$ cat src/rtl/spi_slave_shift_pkg.sv
// spi_slave_shift_pkg: shared types and constants for the SPI mode-0 slave shifter
package spi_slave_shift_pkg;
  localparam int DATA_W_DEF = 8;
  localparam logic [1:0] SPI_MODE0 = 2'b00;
  typedef enum logic [1:0] {IDLE, LOAD, SHIFT, DONE} state_t;
endpackage

$ cat src/rtl/spi_slave_shift_if.sv
// spi_slave_shift_if: SPI pins plus local TX/RX ports of the slave shifter
interface spi_slave_shift_if
  import spi_slave_shift_pkg::*;
#(
  parameter int DATA_W = DATA_W_DEF
);
  logic sclk, cs_n, mosi, miso, miso_oe;
  logic tx_valid, tx_ready, rx_valid, tx_underrun, busy;
  logic [DATA_W-1:0] tx_data, rx_data;
  modport slave (
    input sclk, cs_n, mosi, tx_data, tx_valid,
    output miso, miso_oe, tx_ready, rx_data, rx_valid, tx_underrun, busy
  );
  modport master (
    output sclk, cs_n, mosi, tx_data, tx_valid,
    input miso, miso_oe, tx_ready, rx_data, rx_valid, tx_underrun, busy
  );
endinterface

$ cat src/rtl/spi_slave_shift_sync_ff.sv
// spi_sync_ff: multi-stage synchronizer with async reset to a chosen idle level
module spi_sync_ff #(
  parameter int STAGES = 2,
  parameter logic RST_VAL = 1'b0
) (
  input  logic clk,
  input  logic reset,
  input  logic d,
  output logic q
);
  logic [STAGES-1:0] r;
  always_ff @(posedge clk or posedge reset)
    if (reset) r <= {STAGES{RST_VAL}};
    else r <= {r[STAGES-2:0], d};
  assign q = r[STAGES-1];
endmodule

$ cat src/rtl/spi_slave_shift.sv
// spi_slave_shift: SPI mode-0 slave, pins oversampled in clk, full-duplex MSB-first shifter
module spi_slave_shift
  import spi_slave_shift_pkg::*;
#(
  parameter int DATA_W = DATA_W_DEF,
  parameter int SYNC_STAGES = 2,
  parameter logic [DATA_W-1:0] IDLE_TX = '1
) (
  input logic clk,
  input logic reset,
  spi_slave_shift_if.slave bus
);
  localparam int CNT_W = $clog2(DATA_W + 1);
  logic s_sclk, s_cs_n, s_mosi, sclk_d, cs_n_d;
  logic sclk_rise, sclk_fall, cs_fall, cs_rise, hold_full;
  logic [DATA_W-1:0] hold, tx_sh, rx_sh;
  logic [CNT_W-1:0] bit_cnt;
  state_t state;
  spi_sync_ff #(.STAGES(SYNC_STAGES), .RST_VAL(1'b0)) u_sclk (.clk, .reset, .d(bus.sclk), .q(s_sclk));
  spi_sync_ff #(.STAGES(SYNC_STAGES), .RST_VAL(1'b1)) u_cs_n (.clk, .reset, .d(bus.cs_n), .q(s_cs_n));
  spi_sync_ff #(.STAGES(SYNC_STAGES), .RST_VAL(1'b0)) u_mosi (.clk, .reset, .d(bus.mosi), .q(s_mosi));
  assign sclk_rise = s_sclk & ~sclk_d;
  assign sclk_fall = ~s_sclk & sclk_d;
  assign cs_fall = ~s_cs_n & cs_n_d;
  assign cs_rise = s_cs_n & ~cs_n_d;
  assign bus.tx_ready = ~hold_full;
  always_ff @(posedge clk or posedge reset)
    if (reset) begin
      sclk_d <= 1'b0;
      cs_n_d <= 1'b1;
      state <= IDLE;
      hold <= '0;
      hold_full <= 1'b0;
      tx_sh <= '0;
      rx_sh <= '0;
      bit_cnt <= '0;
      bus.miso <= 1'b0;
      bus.miso_oe <= 1'b0;
      bus.rx_data <= '0;
      bus.rx_valid <= 1'b0;
      bus.tx_underrun <= 1'b0;
      bus.busy <= 1'b0;
    end else begin
      sclk_d <= s_sclk;
      cs_n_d <= s_cs_n;
      bus.rx_valid <= 1'b0;
      bus.tx_underrun <= 1'b0;
      if (bus.tx_valid && !hold_full) begin
        hold <= bus.tx_data;
        hold_full <= 1'b1;
      end
      // a completed word is delivered even if cs_n rises in the same clk
      if (state == DONE) begin
        bus.rx_data <= rx_sh;
        bus.rx_valid <= 1'b1;
      end
      if (cs_rise) begin
        state <= IDLE;
        bit_cnt <= '0;
        bus.miso <= 1'b0;
        bus.miso_oe <= 1'b0;
        bus.busy <= 1'b0;
      end else begin
        unique case (state)
          IDLE: if (cs_fall) begin
            state <= LOAD;
            bus.busy <= 1'b1;
          end
          LOAD: begin
            tx_sh <= hold_full ? hold : IDLE_TX;
            bus.miso <= hold_full ? hold[DATA_W-1] : IDLE_TX[DATA_W-1];
            bus.miso_oe <= 1'b1;
            bus.tx_underrun <= ~hold_full;
            if (hold_full) hold_full <= 1'b0;
            bit_cnt <= '0;
            state <= SHIFT;
          end
          SHIFT: if (sclk_rise) begin
            rx_sh <= {rx_sh[DATA_W-2:0], s_mosi};
            bit_cnt <= bit_cnt + 1'b1;
            if (bit_cnt == CNT_W'(DATA_W - 1)) state <= DONE;
          end else if (sclk_fall && bit_cnt != '0) begin
            // bit_cnt==0 filters the trailing fall of a previous back-to-back frame
            tx_sh <= tx_sh << 1;
            bus.miso <= tx_sh[DATA_W-2];
          end
          DONE: state <= LOAD;
        endcase
      end
    end
endmodule

$ cat src/flat_wrapper.sv
// flat-port wrapper written by rule: the top's interface ports become plain ports
module spi_slave_shift_flat import spi_slave_shift_pkg::*;
#(
  parameter int DATA_W = DATA_W_DEF,
  parameter int SYNC_STAGES = 2,
  parameter logic [DATA_W-1:0] IDLE_TX = '1
)
  (clk, reset, bus_sclk, bus_cs_n, bus_mosi, bus_tx_data, bus_tx_valid, bus_miso, bus_miso_oe, bus_tx_ready, bus_rx_data, bus_rx_valid, bus_tx_underrun, bus_busy);
  spi_slave_shift_if #(.DATA_W(DATA_W)) bus_i ();
  input logic clk;
  input logic reset;
  input wire logic [$bits(bus_i.sclk)-1:0] bus_sclk;
  input wire logic [$bits(bus_i.cs_n)-1:0] bus_cs_n;
  input wire logic [$bits(bus_i.mosi)-1:0] bus_mosi;
  input wire logic [$bits(bus_i.tx_data)-1:0] bus_tx_data;
  input wire logic [$bits(bus_i.tx_valid)-1:0] bus_tx_valid;
  output wire logic [$bits(bus_i.miso)-1:0] bus_miso;
  output wire logic [$bits(bus_i.miso_oe)-1:0] bus_miso_oe;
  output wire logic [$bits(bus_i.tx_ready)-1:0] bus_tx_ready;
  output wire logic [$bits(bus_i.rx_data)-1:0] bus_rx_data;
  output wire logic [$bits(bus_i.rx_valid)-1:0] bus_rx_valid;
  output wire logic [$bits(bus_i.tx_underrun)-1:0] bus_tx_underrun;
  output wire logic [$bits(bus_i.busy)-1:0] bus_busy;
  assign bus_i.sclk = bus_sclk;
  assign bus_i.cs_n = bus_cs_n;
  assign bus_i.mosi = bus_mosi;
  assign bus_i.tx_data = bus_tx_data;
  assign bus_i.tx_valid = bus_tx_valid;
  assign bus_miso = bus_i.miso;
  assign bus_miso_oe = bus_i.miso_oe;
  assign bus_tx_ready = bus_i.tx_ready;
  assign bus_rx_data = bus_i.rx_data;
  assign bus_rx_valid = bus_i.rx_valid;
  assign bus_tx_underrun = bus_i.tx_underrun;
  assign bus_busy = bus_i.busy;
  spi_slave_shift #(.DATA_W(DATA_W), .SYNC_STAGES(SYNC_STAGES), .IDLE_TX(IDLE_TX)) u_core (.clk(clk), .reset(reset), .bus(bus_i));
endmodule
$ cat config.mk
export PLATFORM = sky130hd
export DESIGN_NAME = spi_slave_shift_flat
export DESIGN_NICKNAME = d
export VERILOG_FILES = /design/src/rtl/spi_slave_shift_pkg.sv /design/src/rtl/spi_slave_shift_if.sv /design/src/rtl/spi_slave_shift_sync_ff.sv /design/src/rtl/spi_slave_shift.sv /design/src/flat_wrapper.sv
export SDC_FILE = /design/constraint.sdc
export NUM_CORES = 1
export LEC_CHECK = 0
export ABC_AREA = 1
export CORE_AREA = 3 3 81 60
export CTS_CLUSTER_DIAMETER = 30
export DETAILED_ROUTE_END_ITERATION = 16
export DIE_AREA = 0 0 84 63
export PLACE_DENSITY = 0.75
export SYNTH_ARGS = -nofsm -noshare
export SYNTH_HDL_FRONTEND = slang
export SYNTH_SLANG_ARGS = --single-unit
$ cat constraint.sdc
create_clock -name clk -period 1.84 [get_ports clk]
set_input_delay 0.368 -clock clk [delete_from_list [all_inputs] [get_ports clk]]
set_output_delay 0.368 -clock clk [all_outputs]
set_load 0.03 [all_outputs]
==> summary.txt, run 1 <==
Outcome
  – Status: completed

Global route
  – GRT Util Overall: 16.1%
  – Initial antenna violation count: 0
  – Global-route wire length before repair: 6680 um
  – Largest net degree at the start of global routing: 52
  – Grt ovf: 0
  – Vias in the first global route: 1,418

Critical path
  – Worst path cell trace: clkdlybuf4s50_1
  – Crit end category: output port
  – Startpoint Class: flop
  – Max FO, Critical Path: 2
  – Worst path required time: 1.47 ns
  – Crit path DAT: 1.35 ns
  – CP Buf/Inv Count: 1
  – Crit-path max cell delay: 0.68 ns
  – Slowest-stage cell, CP: clkdlybuf4s50_1
  – Reg2Reg Launch Point: u_core.cs_n_d
  – Worst reg2reg endpoint: u_core.tx_sh[1]
  – Critical path class: flop to output port
  – Cells on worst reg2reg path: 8
  – CP top delay family: buffers and inverters
  – R2r setup slk: 0.15 ns

Routing
  – Final wirelength: 3790 um
  – # DRC: 0
  – Detailed Route Iter0 Violations: 97
  – Routed len/inst: 12.3 um
  – Post-route ant nets: 0
  – Drt via density: 4.93
  – Via Count: 1,523
  – Detailed Routing Iterations Pass 1: 5

Timing
  – # setup viols final: 0
  – Worst slew pin tran: 0.487 ns
  – Min cycle time layout: 1.71 ns
  – Slew HR: 67.5%
  – Setup TNS: 0 ns
  – Final Max Slew Viols: 0
  – RSZ-0062 raised after global routing: no
  – Final hold vios: 0
  – Worst setup margin: 0.125 ns
  – Fin Hold WS: 0.355 ns
  – Maximum clock rate: 583 MHz
  – Setup Skew: 0.0117 ns
  – Tcrit/Tclk final: 93.2%

Final layout
  – Antenna fix cells: 0
  – Syn-to-layout area delta: 21.4%
  – Nets: 275
  – Most frequent cells in the layout: 61 x nand2_1, 48 x dfrtp_1, 26 x clkdlybuf4s50_1
  – Layout cells sized above 1: 15.0%
  – Final Non-Filler Cells: 309
  – Most common cell after layout, fill and taps aside: nand2_1

Floorplanning
  – Row count: 20
  – Die area: 5290 sq um
  – IO Count: 28
  – Core ar.: 4230 sq um
  – DIE WIDTH: 84 um
  – Starting density of the core: 52.6%
  – Die H: 63 um

Yosys
  – Syn Area/Cell: 10.2 sq um
  – Flops & latches, synth: 51
  – Synth Instances: 219
  – Synth top area share: 54.0%
  – Synth Warn #: 0
  – Ranking of synthesized cells by area: dfrtp_1 54%, nand2_1 10%, mux2_2 4.6%, ha_1 4.5%, dfstp_2 3.5%
  – Register area share after synthesis: 57.5%
  – Area leader, netlist: dfrtp_1
  – Mapped cell area: 2230 sq um
  – Number of library cell types mapped by synthesis: 27
  – Syn Nets: 241

Placement
  – Placed cell count: 301
  – Port Buffers: 27
  – RD Place Congestion: 0.779
  – Setup WS pre-CTS: 0.154 ns
  – DP HPWL: 2780 um

Min path
  – Hold Path Origin: u_core.u_mosi.r[0]
  – Worst Hold End: u_core.u_mosi.r[1]
  – Hold Crit Class: flop to flop
  – WHS Path Cells: 0

Clocking
  – Resize count post-CTS: 1
  – CTS tree: yes
  – Clock buffer count from CTS: 5
  – H-Tree Depth: 2
  – CTS root buf: clkbuf_8
  – Worst skew pair latency: 0.30 ns
  – CTS Sinks: 51
  – Clock slew at reported path FFs: 0.09 ns
  – Cts hold-fix bufs: 0
  – CTS max path bufs: 2
  – Number of post-CTS setup repair buffers: 0

Power
  – Pleak: 1.29 nW
  – VDD IR max: 0.797 mV
  – Power per cell area: 1540 nW/um^2

Flow run
  – Max-cap check violation count: 0
==> cell usage after synthesis <==
library cell	instances
buf_6	2
buf_2	1
nand3b_1	1
or2_2	1
inv_2	2
dfrtp_1	48
o21ai_4	1
nor2_4	1
nor2_1	8
o21ai_0	15
o21ai_1	6
dfstp_2	3
nand2_1	61
mux2_2	9
mux2_1	3
inv_6	1
inv_1	18
nor2_8	1
nand2_4	3
nor3_1	1
inv_4	2
nand4_1	2
a21oi_1	5
o21a_1	1
nand2_2	2
ha_1	8
nand3_1	13
==> cells by family after synthesis <==
group,Yosys count,synth area share [%]
muxes,12,6.07
buffers and inverters,26,5.56
adders and majority gates,8,4.50
AOI/OAI and AO/OA,28,6.91
DFF,51,57.5
and+or+nand+nor,94,19.4
==> sequential cells by signal, indices dropped and copies added, names as in the netlist <==
name	flops
u_core.rx_sh	8
u_core.bus.busy	1
u_core.bus.miso_oe	1
u_core.bit_cnt	4
u_core.bus.tx_underrun	1
u_core.tx_sh	7
u_core.hold_full	1
u_core.cs_n_d	1
u_core.bus.rx_valid	1
u_core.u_sclk.r	2
u_core.u_mosi.r	2
u_core.bus.miso	1
u_core.bus.rx_data	8
u_core.u_cs_n.r	2
u_core.state	2
u_core.sclk_d	1
u_core.hold	8
==> final cells by class <==
class,count,area (sq um)
well taps,55,68.8
inverters,23,96.3
clock buffers,6,82.6
fillers,344,1530
flip-flops and latches,51,1280
multi-input cells,142,822
clock inverters,2,35.0
repair buffers,30,317
==> per-layer routing <==
layer / vias up / wire length, um / track usage, %
met3: 5 / 159 / 4.35
met4: 0 / 47 / 6.02
met1: 716 / 2090 / 24.6
met2: 30 / 1500 / 21.6
li1: 772 / - / -
met5: - / 0 / 0
==> worst max path at each step <==
stage	startpoint	to	slack (ns)	depth (start not counted)
CTS	u_core.bus.rx_data[4]	bus_rx_data[4]	0.10	1
global placement	u_core.cs_n_d	u_core.tx_sh[6]	0.19	8
global route	u_core.cs_n_d	u_core.tx_sh[0]	0.05	8
detailed placement	u_core.cs_n_d	u_core.tx_sh[1]	0.15	8
finish	u_core.bus.rx_data[4]	bus_rx_data[4]	0.13	1
floorplan	reset	u_core.bit_cnt[0]	0.25	1
==> per-stage QoR <==
step	instance area (sq um)	power, W	utilization (%)
CTS	2700	0.00417	63.9
global route	2700	0.00448	63.9
floorplan	2230	0.00287	-
finish	2700	0.00415	63.9
detailed placement	2580	0.00338	61.1
global placement	2580	0.00335	61.1
==> power breakdown <==
part,switching [W],internal [W]
Sequential,0.000200,0.00147
Combinational,0.00102,0.000660
Clock,0.000358,0.000440
Total,0.00158,0.00257
Power figures use the tool's default switching activity.
==> run 2, diff against run 1 <==
- CAP_MARGIN: not set -> 20
==> results of run 2 <==
The final DEF is identical to that of run 1; final timing and power are the same.
==> run 3, diff against run 2 <==
- CELL_PAD_IN_SITES_DETAIL_PLACEMENT: not set -> 0
- CELL_PAD_IN_SITES_GLOBAL_PLACEMENT: not set -> 1
- CORE_AREA: 3 3 81 60 -> 3 3 92 67
- DIE_AREA: 0 0 84 63 -> 0 0 95 70
- SYNTH_HIERARCHICAL: not set -> 1
==> summary.txt, run 3 <==
Clocking
  – H-Tree Depth: 2 (unchanged)
  – CTS Sinks: 51 (unchanged)
  – CTS root buf: clkbuf_8 (unchanged)
  – CTS tree: yes (unchanged)
  – Resize count post-CTS: 0 (was 1)
  – CTS max path bufs: 2 (unchanged)
  – Number of post-CTS setup repair buffers: 0 (unchanged)
  – Clock slew at reported path FFs: 0.09 ns (about the same)
  – Worst skew pair latency: 0.30 ns (about the same)
  – Cts hold-fix bufs: 0 (unchanged)
  – Clock buffer count from CTS: 5 (unchanged)

Yosys
  – Area leader, netlist: dfrtp_1 (unchanged)
  – Primary FF master, synth: dfrtp_1 (unchanged)
  – Mapped cell area: 2230 sq um (about the same)
  – Ranking of synthesized cells by area: dfrtp_1 54%, nand2_1 8.1%, nand3_1 4.9%, mux2_2 4.5%, inv_1 4.0% (was dfrtp_1 54%, nand2_1 10%, mux2_2 4.6%, ha_1 4.5%, dfstp_2 3.5%)
  – Synth top area share: 53.9% (was 54.0%)
  – Post-synthesis xor/xnor area fraction: 0% (unchanged)
  – Largest family of logic cells by synthesized area: simple AND/OR/NAND/NOR gates (unchanged)
  – Synth Warn #: 6 (was 0)
  – Synth Instances: 227 (was 219)
  – Syn Nets: 248 (was 241)
  – Mux contribution to synthesized area: 4.55% (was 6.07%)
  – Syn Area/Cell: 9.82 sq um (was 10.2 sq um)
  – Number of library cell types mapped by synthesis: 25 (was 27)
  – Post-synth ARST share: 100% (unchanged)
  – Post-synth top cells: 48 x dfrtp_1, 48 x nand2_1, 24 x inv_1 (was 61 x nand2_1, 48 x dfrtp_1, 18 x inv_1)
  – Register area share after synthesis: 57.4% (was 57.5%)
  – Flops & latches, synth: 51 (unchanged)
  – Synth Area in Compound Gates: 7.97% (was 6.91%)
  – Post-synthesis adder-cell area fraction: 3.93% (was 4.50%)
  – Post-synth EDFFs: 0 (unchanged)
  – Synth Area in Simple Gates: 19.8% (was 19.4%)

Flow run
  – Max-cap check violation count: 0 (unchanged)

Floorplanning
  – Die area: 6650 sq um (was 5290 sq um)
  – Starting density of the core: 41.9% (was 52.6%)
  – IO Count: 28 (unchanged)
  – Row count: 22 (was 20)
  – Die H: 70 um (was 63 um)
  – DIE WIDTH: 95 um (was 84 um)
  – Core ar.: 5310 sq um (was 4230 sq um)

Placement
  – Placed cell count: 327 (was 301)
  – RD Place Congestion: 0.811 (was 0.779)
  – DP HPWL: 3110 um (was 2780 um)
  – Port Buffers: 27 (unchanged)

Global route
  – Initial antenna violation count: 0 (unchanged)
  – Grt ovf: 0 (unchanged)
  – Largest net degree at the start of global routing: 30 (was 52)
  – Met3 Usage GRT: 3.44% (was 4.35%)
  – Global-route wire length before repair: 7510 um (was 6680 um)
  – Vias in the first global route: 1,547 (was 1,418)
  – GRT Util Overall: 14.5% (was 16.1%)
  – Met2 Track Usage GR: 18.4% (was 21.6%)
  – Met1 usage: 23.8% (was 24.6%)
  – Busiest grt layer: met1 (unchanged)

Critical path
  – Cells on worst reg2reg path: 8 (unchanged)
  – Reg2Reg Launch Point: u_core/cs_n_d (was u_core.cs_n_d)
  – Crit end category: output port (unchanged)
  – Worst path required time: 1.47 ns (about the same)
  – R2r setup slk: 0.26 ns (was 0.15 ns)
  – Worst path cell trace: clkdlybuf4s50_1 (unchanged)
  – Crit path DAT: 1.36 ns (was 1.35 ns)
  – Slowest-stage cell, CP: clkdlybuf4s50_1 (unchanged)
  – Max FO, Critical Path: 2 (unchanged)
  – Worst reg2reg endpoint: u_core/rx_sh[0] (was u_core.tx_sh[1])
  – Startpoint Class: flop (unchanged)
  – Critical path class: flop to output port (unchanged)
  – CP top delay family: buffers and inverters (unchanged)
  – Crit-path max cell delay: 0.68 ns (about the same)
  – CP Buf/Inv Count: 1 (unchanged)

Routing
  – # DRC: 0 (unchanged)
  – Detailed Route Iter0 Violations: 104 (was 97)
  – Routed len/inst: 12.5 um (was 12.3 um)
  – Detailed Routing Iterations Pass 1: 4 (was 5)
  – Drt via density: 4.58 (was 4.93)
  – Final wirelength: 4200 um (was 3790 um)
  – Via Count: 1,533 (was 1,523)
  – Post-route ant nets: 0 (unchanged)

Final layout
  – Fillers: 498 (was 344)
  – Largest regs: u_core/bus.rx_data x8, u_core/hold x8, u_core/rx_sh x8 (was u_core.bus.rx_data x8, u_core.hold x8, u_core.rx_sh x8)
  – Fin util: 51.3% (was 63.9%)
  – Final Non-Filler Cells: 335 (was 309)
  – Seq. cell area: 1280 sq um (unchanged)
  – Area of the multi-input gates: 807 sq um (was 822 sq um)
  – Antenna fix cells: 0 (unchanged)
  – Layout cells sized above 1: 17.5% (was 15.0%)
  – Nets: 283 (was 275)
  – Most frequent cells in the layout: 48 x nand2_1, 48 x dfrtp_1, 26 x clkdlybuf4s50_1 (was 61 x nand2_1, 48 x dfrtp_1, 26 x clkdlybuf4s50_1)
  – Syn-to-layout area delta: 22.3% (was 21.4%)

Timing
  – Setup Skew: 0.00798 ns (was 0.0117 ns)
  – Min cycle time layout: 1.73 ns (was 1.71 ns)
  – Final hold vios: 0 (unchanged)
  – Final Max Slew Viols: 0 (unchanged)
  – Maximum clock rate: 580 MHz (was 583 MHz)
  – Fin Hold WS: 0.316 ns (was 0.355 ns)
  – RSZ-0062 raised after global routing: no (unchanged)
  – Setup TNS: 0 ns (unchanged)
  – # setup viols final: 0 (unchanged)
  – Worst slew pin tran: 0.318 ns (was 0.487 ns)
  – Tcrit/Tclk final: 93.8% (was 93.2%)
  – Slew HR: 78.7% (was 67.5%)

Min path
  – Hold Crit Class: input pin to async pin (was flop to flop)

Power
  – Power per cell area: 1580 nW/um^2 (was 1540 nW/um^2)
  – VDD IR max: 0.756 mV (was 0.797 mV)
  – Pleak: 1.31 nW (was 1.29 nW)

Outcome
  – Status: completed (unchanged)
[run 3: changes by cell type in the layout (fill, tap and decap cells not counted), sizes merged, moves of 2 or more]
cell,delta
nand4,-2
buf,+3
mux2,-3
nand3,+10
a21oi,+5
nand2,-12
o21ai,-4
nor2,+10
inv,+3
[run 3: cell type report]
| class | count | share of cell area [%] |
|---|---|---|
| Sequential cell | 51 | 46.9 |
| Multi-Input combinational cell | 144 | 29.6 |
| Timing Repair Buffer | 33 | 12.1 |
| Inverter | 27 | 3.72 |
| Tap cell | 72 | 3.30 |
| Clock buffer | 6 | 3.03 |
| Clock inverter | 2 | 1.28 |
[run 3: worst max path at each step]
stage | start | to | slack, ns | cells after the start
floorplan | reset | u_core/bit_cnt[0] | 0.41 | 1
global placement | u_core/state[0] | u_core/tx_sh[2] | 0.28 | 8
detailed placement | u_core/cs_n_d | u_core/rx_sh[0] | 0.27 | 8
CTS | u_core/hold_full | bus_tx_ready | 0.01 | 2
global route | u_core/state[0] | u_core/bus.miso | 0.004 | 8
finish | u_core/bus.rx_data[6] | bus_rx_data[6] | 0.11 | 1
[run 3: kinds of logic (layout without fill, tap and decap cells)]
family,after synthesis,after routing
AOI/OAI and AO/OA,29,29
DFF,51,51
and+or+nand+nor,99,99
muxes,9,9
buffers and inverters,32,68
adders and majority gates,7,7
[run 3: routing by layer]
metal  vias to the layer above  routed length [um]
met5                         -                   0
met4                         0                  22
met3                         2                 124
met2                        18                1700
met1                       719                2360
li1                        794                   -
[run 3: stage by stage]
stage          total power [W]  setup slack, ns  instance area [sq um]
2_1_floorplan          0.00294            0.414                   2230
3_3_place_gp           0.00354            0.276                   2610
6_report               0.00432            0.115                   2730
5_1_grt                0.00468          0.00387                   2730
3_5_place_dp           0.00354            0.270                   2610
4_1_cts                0.00435          0.00963                   2720
[run 3: report_power, final]
group / internal (W) / total, W / switching (W)
Clock: 0.000440 / 0.000797 / 0.000357
Sequential: 0.00151 / 0.00173 / 0.000218
Combinational: 0.000722 / 0.00179 / 0.00107
Total: 0.00267 / 0.00432 / 0.00164
